### config.mk
export PLATFORM = sky130hd
export DESIGN_NAME = serial_add_ctrl
export DESIGN_NICKNAME = d
export VERILOG_FILES = /design/src/rtl/serial_add_ctrl_pkg.sv /design/src/rtl/serial_add_ctrl_fa.sv /design/src/rtl/serial_add_ctrl.sv
export SDC_FILE = /design/constraint.sdc
export NUM_CORES = 1
export LEC_CHECK = 0
export CAP_MARGIN = 20
export CORE_MARGIN = 4
export CORE_UTILIZATION = 40
export DETAILED_ROUTE_END_ITERATION = 10
export GPL_TIMING_DRIVEN = 0
export HOLD_SLACK_MARGIN = 0.05
export SLEW_MARGIN = 20
export SYNTH_ARGS = -nofsm -noshare
export SYNTH_HDL_FRONTEND = slang
export SYNTH_SLANG_ARGS = --single-unit
export TNS_END_PERCENT = 10
### constraint.sdc
create_clock -name clk -period 1.46 [get_ports clk]
set_input_delay 0.292 -clock clk [delete_from_list [all_inputs] [get_ports clk]]
set_output_delay 0.292 -clock clk [all_outputs]
set_load 0.02 [all_outputs]
### src/rtl/serial_add_ctrl_pkg.sv
// Shared definitions for the bit-serial add/subtract engine:
// state encoding, default operand width and a constant clog2 helper.
package serial_add_ctrl_pkg;

    // Controller state encoding; 2'd3 is illegal and recovers to IDLE.
    localparam logic [1:0] ST_IDLE = 2'd0;
    localparam logic [1:0] ST_RUN  = 2'd1;
    localparam logic [1:0] ST_DONE = 2'd2;

    localparam int unsigned DEFAULT_WIDTH = 8;

    // Ceiling log2 for elaboration-time sizing (clog2(1) = 0).
    function automatic int unsigned clog2(input int unsigned v);
        int unsigned r;
        r = 0;
        for (int i = 0; i < 32; i++) begin
            if ((32'd1 << i) < v) begin
                r = 32'(i + 1);
            end
        end
        return r;
    endfunction

endpackage

### src/rtl/serial_add_ctrl_fa.sv
// Single-bit gate-level full adder cell used as the serial datapath.
// Ports:
//   a, b   : operand bits
//   cin    : carry in
//   sum    : sum bit
//   cout   : carry out
module fullAdder (
    input  logic a,
    input  logic b,
    input  logic cin,
    output logic sum,
    output logic cout
);

    logic axb;

    assign axb  = a ^ b;
    assign sum  = axb ^ cin;
    assign cout = (a & b) | (axb & cin);

endmodule

### src/rtl/serial_add_ctrl.sv
// Bit-serial add/subtract controller. One fullAdder cell is sequenced over
// WIDTH cycles, LSB first, with the carry held in a flop between bits.
// Ports:
//   clk, reset        : rising-edge clock, synchronous active-high reset
//   start             : one-cycle request, accepted in IDLE or DONE
//   subtract          : 0 = A+B, 1 = A-B (sampled with start)
//   opA, opB          : operands (sampled with start)
//   busy              : high while bits are processed
//   done              : one-cycle pulse when the result is valid
//   sum               : result register
//   carryOut          : carry out of the MSB (subtract: 1 = no borrow)
//   overflow          : two's-complement overflow
module serial_add_ctrl
    import serial_add_ctrl_pkg::*;
#(
    parameter int unsigned WIDTH = DEFAULT_WIDTH
) (
    input  logic             clk,
    input  logic             reset,
    input  logic             start,
    input  logic             subtract,
    input  logic [WIDTH-1:0] opA,
    input  logic [WIDTH-1:0] opB,
    output logic             busy,
    output logic             done,
    output logic [WIDTH-1:0] sum,
    output logic             carryOut,
    output logic             overflow
);

    localparam int unsigned CW = clog2(WIDTH) + 1;

    logic [1:0]       state;
    logic [1:0]       state_next;
    logic             load;
    logic             step;
    logic             last;

    logic [CW-1:0]    count;
    logic [WIDTH-1:0] reg_a;
    logic [WIDTH-1:0] reg_b;
    logic [WIDTH-1:0] acc;
    logic             carry;

    logic             fa_sum;
    logic             fa_cout;

    // Datapath: the single adder cell
    fullAdder u_fa (
        .a    (reg_a[0]),
        .b    (reg_b[0]),
        .cin  (carry),
        .sum  (fa_sum),
        .cout (fa_cout)
    );

    // State register
    always_ff @(posedge clk) begin
        if (reset) begin
            state <= ST_IDLE;
        end else begin
            state <= state_next;
        end
    end

    // Next-state and datapath control decode
    always_comb begin
        state_next = state;
        load       = 1'b0;
        step       = 1'b0;
        last       = 1'b0;
        case (state)
            ST_IDLE: begin
                if (start) begin
                    load       = 1'b1;
                    state_next = ST_RUN;
                end
            end
            ST_RUN: begin
                step = 1'b1;
                if (count == CW'(WIDTH - 1)) begin
                    last       = 1'b1;
                    state_next = ST_DONE;
                end
            end
            ST_DONE: begin
                // Back-to-back start is accepted exactly as in IDLE
                if (start) begin
                    load       = 1'b1;
                    state_next = ST_RUN;
                end else begin
                    state_next = ST_IDLE;
                end
            end
            default: state_next = ST_IDLE;
        endcase
    end

    // Operand shift registers, carry flop, counter and result registers.
    // busy/done are registered copies of the upcoming state.
    always_ff @(posedge clk) begin
        if (reset) begin
            busy     <= 1'b0;
            done     <= 1'b0;
            sum      <= '0;
            carryOut <= 1'b0;
            overflow <= 1'b0;
            count    <= '0;
            reg_a    <= '0;
            reg_b    <= '0;
            acc      <= '0;
            carry    <= 1'b0;
        end else begin
            busy <= (state_next == ST_RUN);
            done <= (state_next == ST_DONE);

            if (load) begin
                // Subtract as A + ~B + 1: the +1 enters through the carry
                reg_a <= opA;
                reg_b <= subtract ? ~opB : opB;
                carry <= subtract;
                count <= '0;
            end else if (step) begin
                reg_a <= {1'b0, reg_a[WIDTH-1:1]};
                reg_b <= {1'b0, reg_b[WIDTH-1:1]};
                acc   <= {fa_sum, acc[WIDTH-1:1]};
                carry <= fa_cout;
                count <= count + CW'(1);
            end

            // MSB cycle: pre-update carry is the carry into the MSB
            if (last) begin
                sum      <= {fa_sum, acc[WIDTH-1:1]};
                carryOut <= fa_cout;
                overflow <= carry ^ fa_cout;
            end
        end
    end

endmodule
# Word level (Yosys, flattened, before mapping)
# Index checks and enable logic that the tools add are counted.
[op_classes] eq_ne=5 reduce_logical=5 muxes=16 bitwise=8 n_addsub=1
[ops] cell="2-to-1 mux 8 bit" count=5
[ops] cell="2-to-1 mux 1 bit" count=8
[ops] cell="NOT 8 bit" count=1
[ops] cell="case mux 2 bit (3 select lines)" count=1
[ops] cell="adder 4 x 1 -> 4 bit, second input constant" count=1
[ops] cell="== test 2 x 1 -> 1 bit, second input constant" count=2
[ops] cell="== test 2 bit, second input constant" count=2
[ops] cell="== test 4 x 3 -> 1 bit, second input constant" count=1
[ops] cell="2-to-1 mux 2 bit" count=2
[ops] cell="OR reduction 2 bit" count=2
[ops] cell="XOR 1 bit" count=3
[ops] cell="bitwise AND 1 bit" count=2
[ops] cell="zero test 2 bit" count=1
[ops] cell="AND reduction 2 bit" count=1
[ops] cell="nonzero test 2 bit" count=1
[ops] cell="NOT 1 bit" count=1
[ops] cell="bitwise OR 1 bit" count=1
[totals] word_cells=46 register_bits=43 inputBits=20

# Longest topological paths before layout
[depth] ltp_word=5 ltp_mapped=5 depth_no_buf=4

# Hierarchy
# Synthesis repeated with hierarchy kept, for this count alone.
[unflattened] cells_unflattened=196 hier_area_um2=1727.9
[by_module_without_submodules] module="serial_add_ctrl" seq_area_each_um2=840.8 area_each_um2=1707.9 cells_each=195 instances=1
[by_module_without_submodules] module="fullAdder" seq_area_each_um2=0.0 area_each_um2=20.0 cells_each=1 instances=1

# Least setup slack after synthesis
# Ideal clock, no wire load.
[synth_path] path_kind="register to register" from="register carry" to="register overflow" synth_period_minus_slack_ns=1.241 setup_ns=0.091 path_stages_with_launch=4 slack_ns=0.219 required_time_ns=1.369 arrival_ns=1.150 cell_sequence="dfxtp_1 fa_1 xnor2_1 a311oi_1"
[synth_between] elab_chain_cells=3
[synth_lines] item="from (decl)" line_no="serial_add_ctrl.sv:43" rtl="logic carry;"
[synth_lines] item="from (signal assigned)" line_no="serial_add_ctrl.sv:121" rtl="carry <= subtract;"
[synth_lines] item="from (signal assigned)" line_no="serial_add_ctrl.sv:127" rtl="carry <= fa_cout;"
[synth_lines] item="bitwise AND 1 bit" line_no="serial_add_ctrl_fa.sv:19" rtl="assign cout = (a & b) | (axb & cin);"
[synth_lines] item="bitwise OR 1 bit" line_no="serial_add_ctrl_fa.sv:19"
[synth_lines] item="net fa_cout" line_no="serial_add_ctrl.sv:46" rtl="logic fa_cout;"
[synth_lines] item="XOR 1 bit" line_no="serial_add_ctrl.sv:135" rtl="overflow <= carry ^ fa_cout;"
[synth_lines] item="to (signal assigned)" line_no="serial_add_ctrl.sv:135"
[synth_lines] item="to (decl)" line_no="serial_add_ctrl.sv:28" rtl="output logic overflow"
# The timed path passes the listed nets, and every way through them passes these cells.
# A chain may end at the register's enable or synchronous reset.

# Worst setup path in the final report
[layout_path] from="register count[0]" to="register busy"
[layout_between] elab_chain_cells=4
[layout_lines] item="from (decl)" line_no="serial_add_ctrl.sv:39" rtl="logic [CW-1:0] count;"
[layout_lines] item="from (signal assigned)" line_no="serial_add_ctrl.sv:128" rtl="count <= count + CW'(1);"
[layout_lines] item="== test 4 x 3 -> 1 bit" line_no="serial_add_ctrl.sv:81" rtl="if (count == CW'(WIDTH - 1)) begin"
[layout_lines] item="2-to-1 mux 2 bit" line_no="serial_add_ctrl.sv:81"
[layout_lines] item="case mux 2 bit (3 select lines)" line_no="serial_add_ctrl.sv:72" rtl="case (state)"
[layout_lines] item="== test 2 x 1 -> 1 bit" line_no="serial_add_ctrl.sv:114" rtl="busy <= (state_next == ST_RUN);"
[layout_lines] item="to (signal assigned)" line_no="serial_add_ctrl.sv:114"
[layout_lines] item="to (decl)" line_no="serial_add_ctrl.sv:24" rtl="output logic busy,"
# No other way between the ends.

==> summary.txt <==
Yosys
  • Async SR Flop Fraction: 0%
  • EDFF count, synth: 0
  • Top_reg_cell synth: dfxtp_1
  • Syn Inst Count: about 200
  • Leading post-synthesis cells by cell area: dfxtp_1, a21oi_1, nand3_1
  • Synthesized area per cell: ~8.6 um^2
  • Sequential fraction of the synthesis area: 49.1%
  • #FFs+latches synth: between 40 and 50
  • Synth warn: 0
  • Synth top area share: 49.1%
  • Commonest cells post-synth: dfxtp_1, a21oi_1, nand2_1, nand3_1, nor3_1
  • Leading area contributor after synthesis: dfxtp_1
  • Synth Cell Area: approximately 0.0017 mm^2
  • Synth cell types: 28
  • Most common cell in the netlist: dfxtp_1
  • Syn Nets: around 220

Critical path
  • WP data arrival: approximately 1.5 ns
  • Setup Crit Path Kind: flop to flop
  • Worst setup SP type: flop
  • Worst r2r src: count[0]$_SDFFE_PP0P_
  • Slowest stage delay, CP: between 0.3 and 0.4 ns
  • Critical path cell sequence: ha_1, nand3b_1, buf_2, a21oi_1, nor2_1
  • CP required: approximately 1.6 ns
  • Setup crit start: count[0]$_SDFFE_PP0P_
  • Critical Path Fanout Max: 10
  • R2r worst-path depth: 5
  • Slowest cell on the critical path: dfxtp_1
  • Worst Setup End Kind: flop
  • FF-to-FF End: busy$_SDFF_PP0_
  • R2r setup slk: 0.10 ns
  • Setup crit end: busy$_SDFF_PP0_

Floorplan
  • Die height: roughly 73 um
  • Die Span X: approximately 73 um
  • Die Area: roughly 0.0054 mm^2
  • Starting density of the core: a little over two fifths
  • I/O pin cnt: 32
  • CORE AREA: just over 0.004 mm^2
  • Rows: 23

Drt
  • Detailed-route DRC error count: 0
  • Routed WL per cell: approximately 15 um
  • Vias: around 1,500
  • Antenna Nets Post-Route: 0
  • Drt pass-1 iters: 4
  • Post-Route WL: approximately 4100 um
  • Initial drt markers: 62
  • Via density: 5.36

Outcome
  • Status: finished, final reports clean

Timing
  • Setup Skew: 0.00379 ns
  • Achievable frequency: approximately 0.74 GHz
  • Fin Hold WS: between 0.4 and 0.5 ns
  • Final period util: 93.0%
  • Final Hold Viols: 0
  • RSZ-0062 raised after global routing: yes
  • Final setup viols: 0
  • Slew Limit Fails: 0
  • Max_slew headroom: between 60% and 70%
  • Actual slew at the worst max-slew pin: just under 0.5 ns
  • Post-route minimum period: ~1.4 ns

Clocking
  • Setup Fix Bufs, Post-CTS: 0
  • TritonCTS clock tree: done
  • Post-CTS sizing: 13
  • Clk slew on worst S/H paths: 0.08 ns
  • CTS Root Cell: clkbuf_8
  • Hold Buf Count CTS: 0
  • Clock Sink Count: 42
  • Skew-Pair Late Insertion Delay: 0.29 ns
  • Clock buffer depth: 2
  • Total CTS buffers: 5
  • CTS H-tree depth: 2

Final layout
  • Multi-input gate area: 773 um^2
  • Share of cells above drive strength 1: under 10%
  • Antenna diode count: 0
  • Area delta synth->final: 28.0%
  • NumNets Final: between 200 and 300
  • Post-Layout Cell Count: around 290
  • Filler Cell Count: between 300 and 400
  • Register area: approximately 840 um^2

GRT
  • First-pass GRT wire length: a little under 7000 um
  • Antenna violations before repair: 0
  • Vias in the first global route: roughly 1,500
  • Total track usage: 16.3%
  • Total gr overflow: 0
  • Pin count of the biggest net entering global routing: 15

Power and ir drop
  • Sw power: between 0.0006 and 0.0007 W
  • Flop pwr share: a little under half
  • Worst vdd ir: between 0.4 and 0.5 mV
  • Share of power burned in the clock network: between 40% and 50%
  • Leak: between 0.8 and 0.9 nW
  • Int Pwr: 0.00202 W
  • Logic gate share of total power: 11.8%
  • Sw frac: 23.3%
  • Power Density: about 1200 mW/mm^2

Place
  • Gpl congestion: slightly above 0.8
  • DP Cell Count: about 280
  • Port Buffer Count: 29
  • Post-DP HPWL: around 3000 um

Min path
  • Hold Path Class: input port to flop

Job
  • Max-cap violations: 0
[power by group through the flow]
stage          combinational [W]  sequential [W]  clock [W]
5_1_grt                 0.000343         0.00124    0.00117
2_1_floorplan           0.000199         0.00125          0
4_1_cts                 0.000311         0.00123    0.00112
3_5_place_dp            0.000312         0.00125          0
6_report                0.000310         0.00123    0.00109
3_3_place_gp            0.000303         0.00125          0
[cell usage in the layout, fill, tap and decap left out, drive strengths merged, types with 11 or more instances in the layout]
master | synthesis | final
dfxtp | 42 | 42
a21oi | 28 | 28
nand3 | 20 | 20
nand2 | 20 | 20
clkdlybuf4s50 | 0 | 17
nor3 | 15 | 15
clkbuf | 11 | 14
o21ai | 12 | 12
dlygate4sd2 | 0 | 12
buf | 9 | 11
[through the flow]
step	cell area [um^2]	utilization (%)	worst slack [ns]	power [W]	TNS [ns]
finish	2190	54.0	0.103	0.00263	0
global route	2190	54.0	-0.0109	0.00274	-0.0109
CTS	2190	54.0	0.0452	0.00266	0
detailed placement	2070	50.9	-0.192	0.00157	-3.36
global placement	2070	50.9	-0.178	0.00156	-2.46
floorplan	1710	-	0.219	0.00145	0
[layer usage]
metal	GRT usage, %	vias up	share of wire [%]
met5	0	-	0
met3	4.92	5	6.7
met2	26.3	44	46
met1	20.7	717	46
met4	5.43	0	0.96
li1	-	768	-
[how the worst min path moves through the flow]
stage	end	cells after the start	startpoint	slack, ns
after CTS	carry$_SDFFE_PP0P_	3	subtract	0.41
final	carry$_SDFFE_PP0P_	3	subtract	0.42
after global placement	acc[1]$_SDFFE_PP0P_	2	acc[1]$_SDFFE_PP0P_	0.44
after detailed placement	acc[1]$_SDFFE_PP0P_	2	acc[1]$_SDFFE_PP0P_	0.45
after floorplan	reg_a[7]$_SDFFE_PP0P_	2	opA[7]	0.43
after global routing	carry$_SDFFE_PP0P_	3	subtract	0.42
[state kept, by name (all words and copies together), names as in the netlist]
signal / count
acc: 7
busy: 1
carry: 1
carryOut: 1
count: 4
done: 1
overflow: 1
reg_a: 8
reg_b: 8
state: 2
sum: 8
[cells by family (layout without fill, tap and decap cells)]
kind of cell,after synthesis,in the layout,synth area share [%]
AOI/OAI and AO/OA,57,57,18.7
muxes,1,1,0.584
xor gates and xnor gates,11,11,5.62
and+or+nand+nor,65,65,18.3
DFF,42,42,49.1
adders and majority gates,2,2,1.90
buffers and inverters,21,58,5.77
[critical path, delay by kind of cell, from the launching register on]
kind	cells	cell delay, ns
adder cells (fa/ha/maj)	1	0.22
flip-flops	1	0.38
AND/OR/NAND/NOR	2	0.20
buffers and inverters	1	0.21
AO/OA/AOI/OAI	1	0.22
[final cells by class]
cell class | instances | area share (%)
Sequential cell | 42 | 38.4
Multi-Input combinational cell | 136 | 35.3
Timing Repair Buffer | 29 | 12.6
Buffer | 20 | 4.51
Clock buffer | 5 | 3.14
Clock inverter | 3 | 3.14
Tap cell | 50 | 2.85
Inverter | 1 | 0.171
(Power assumes the default switching activity.)
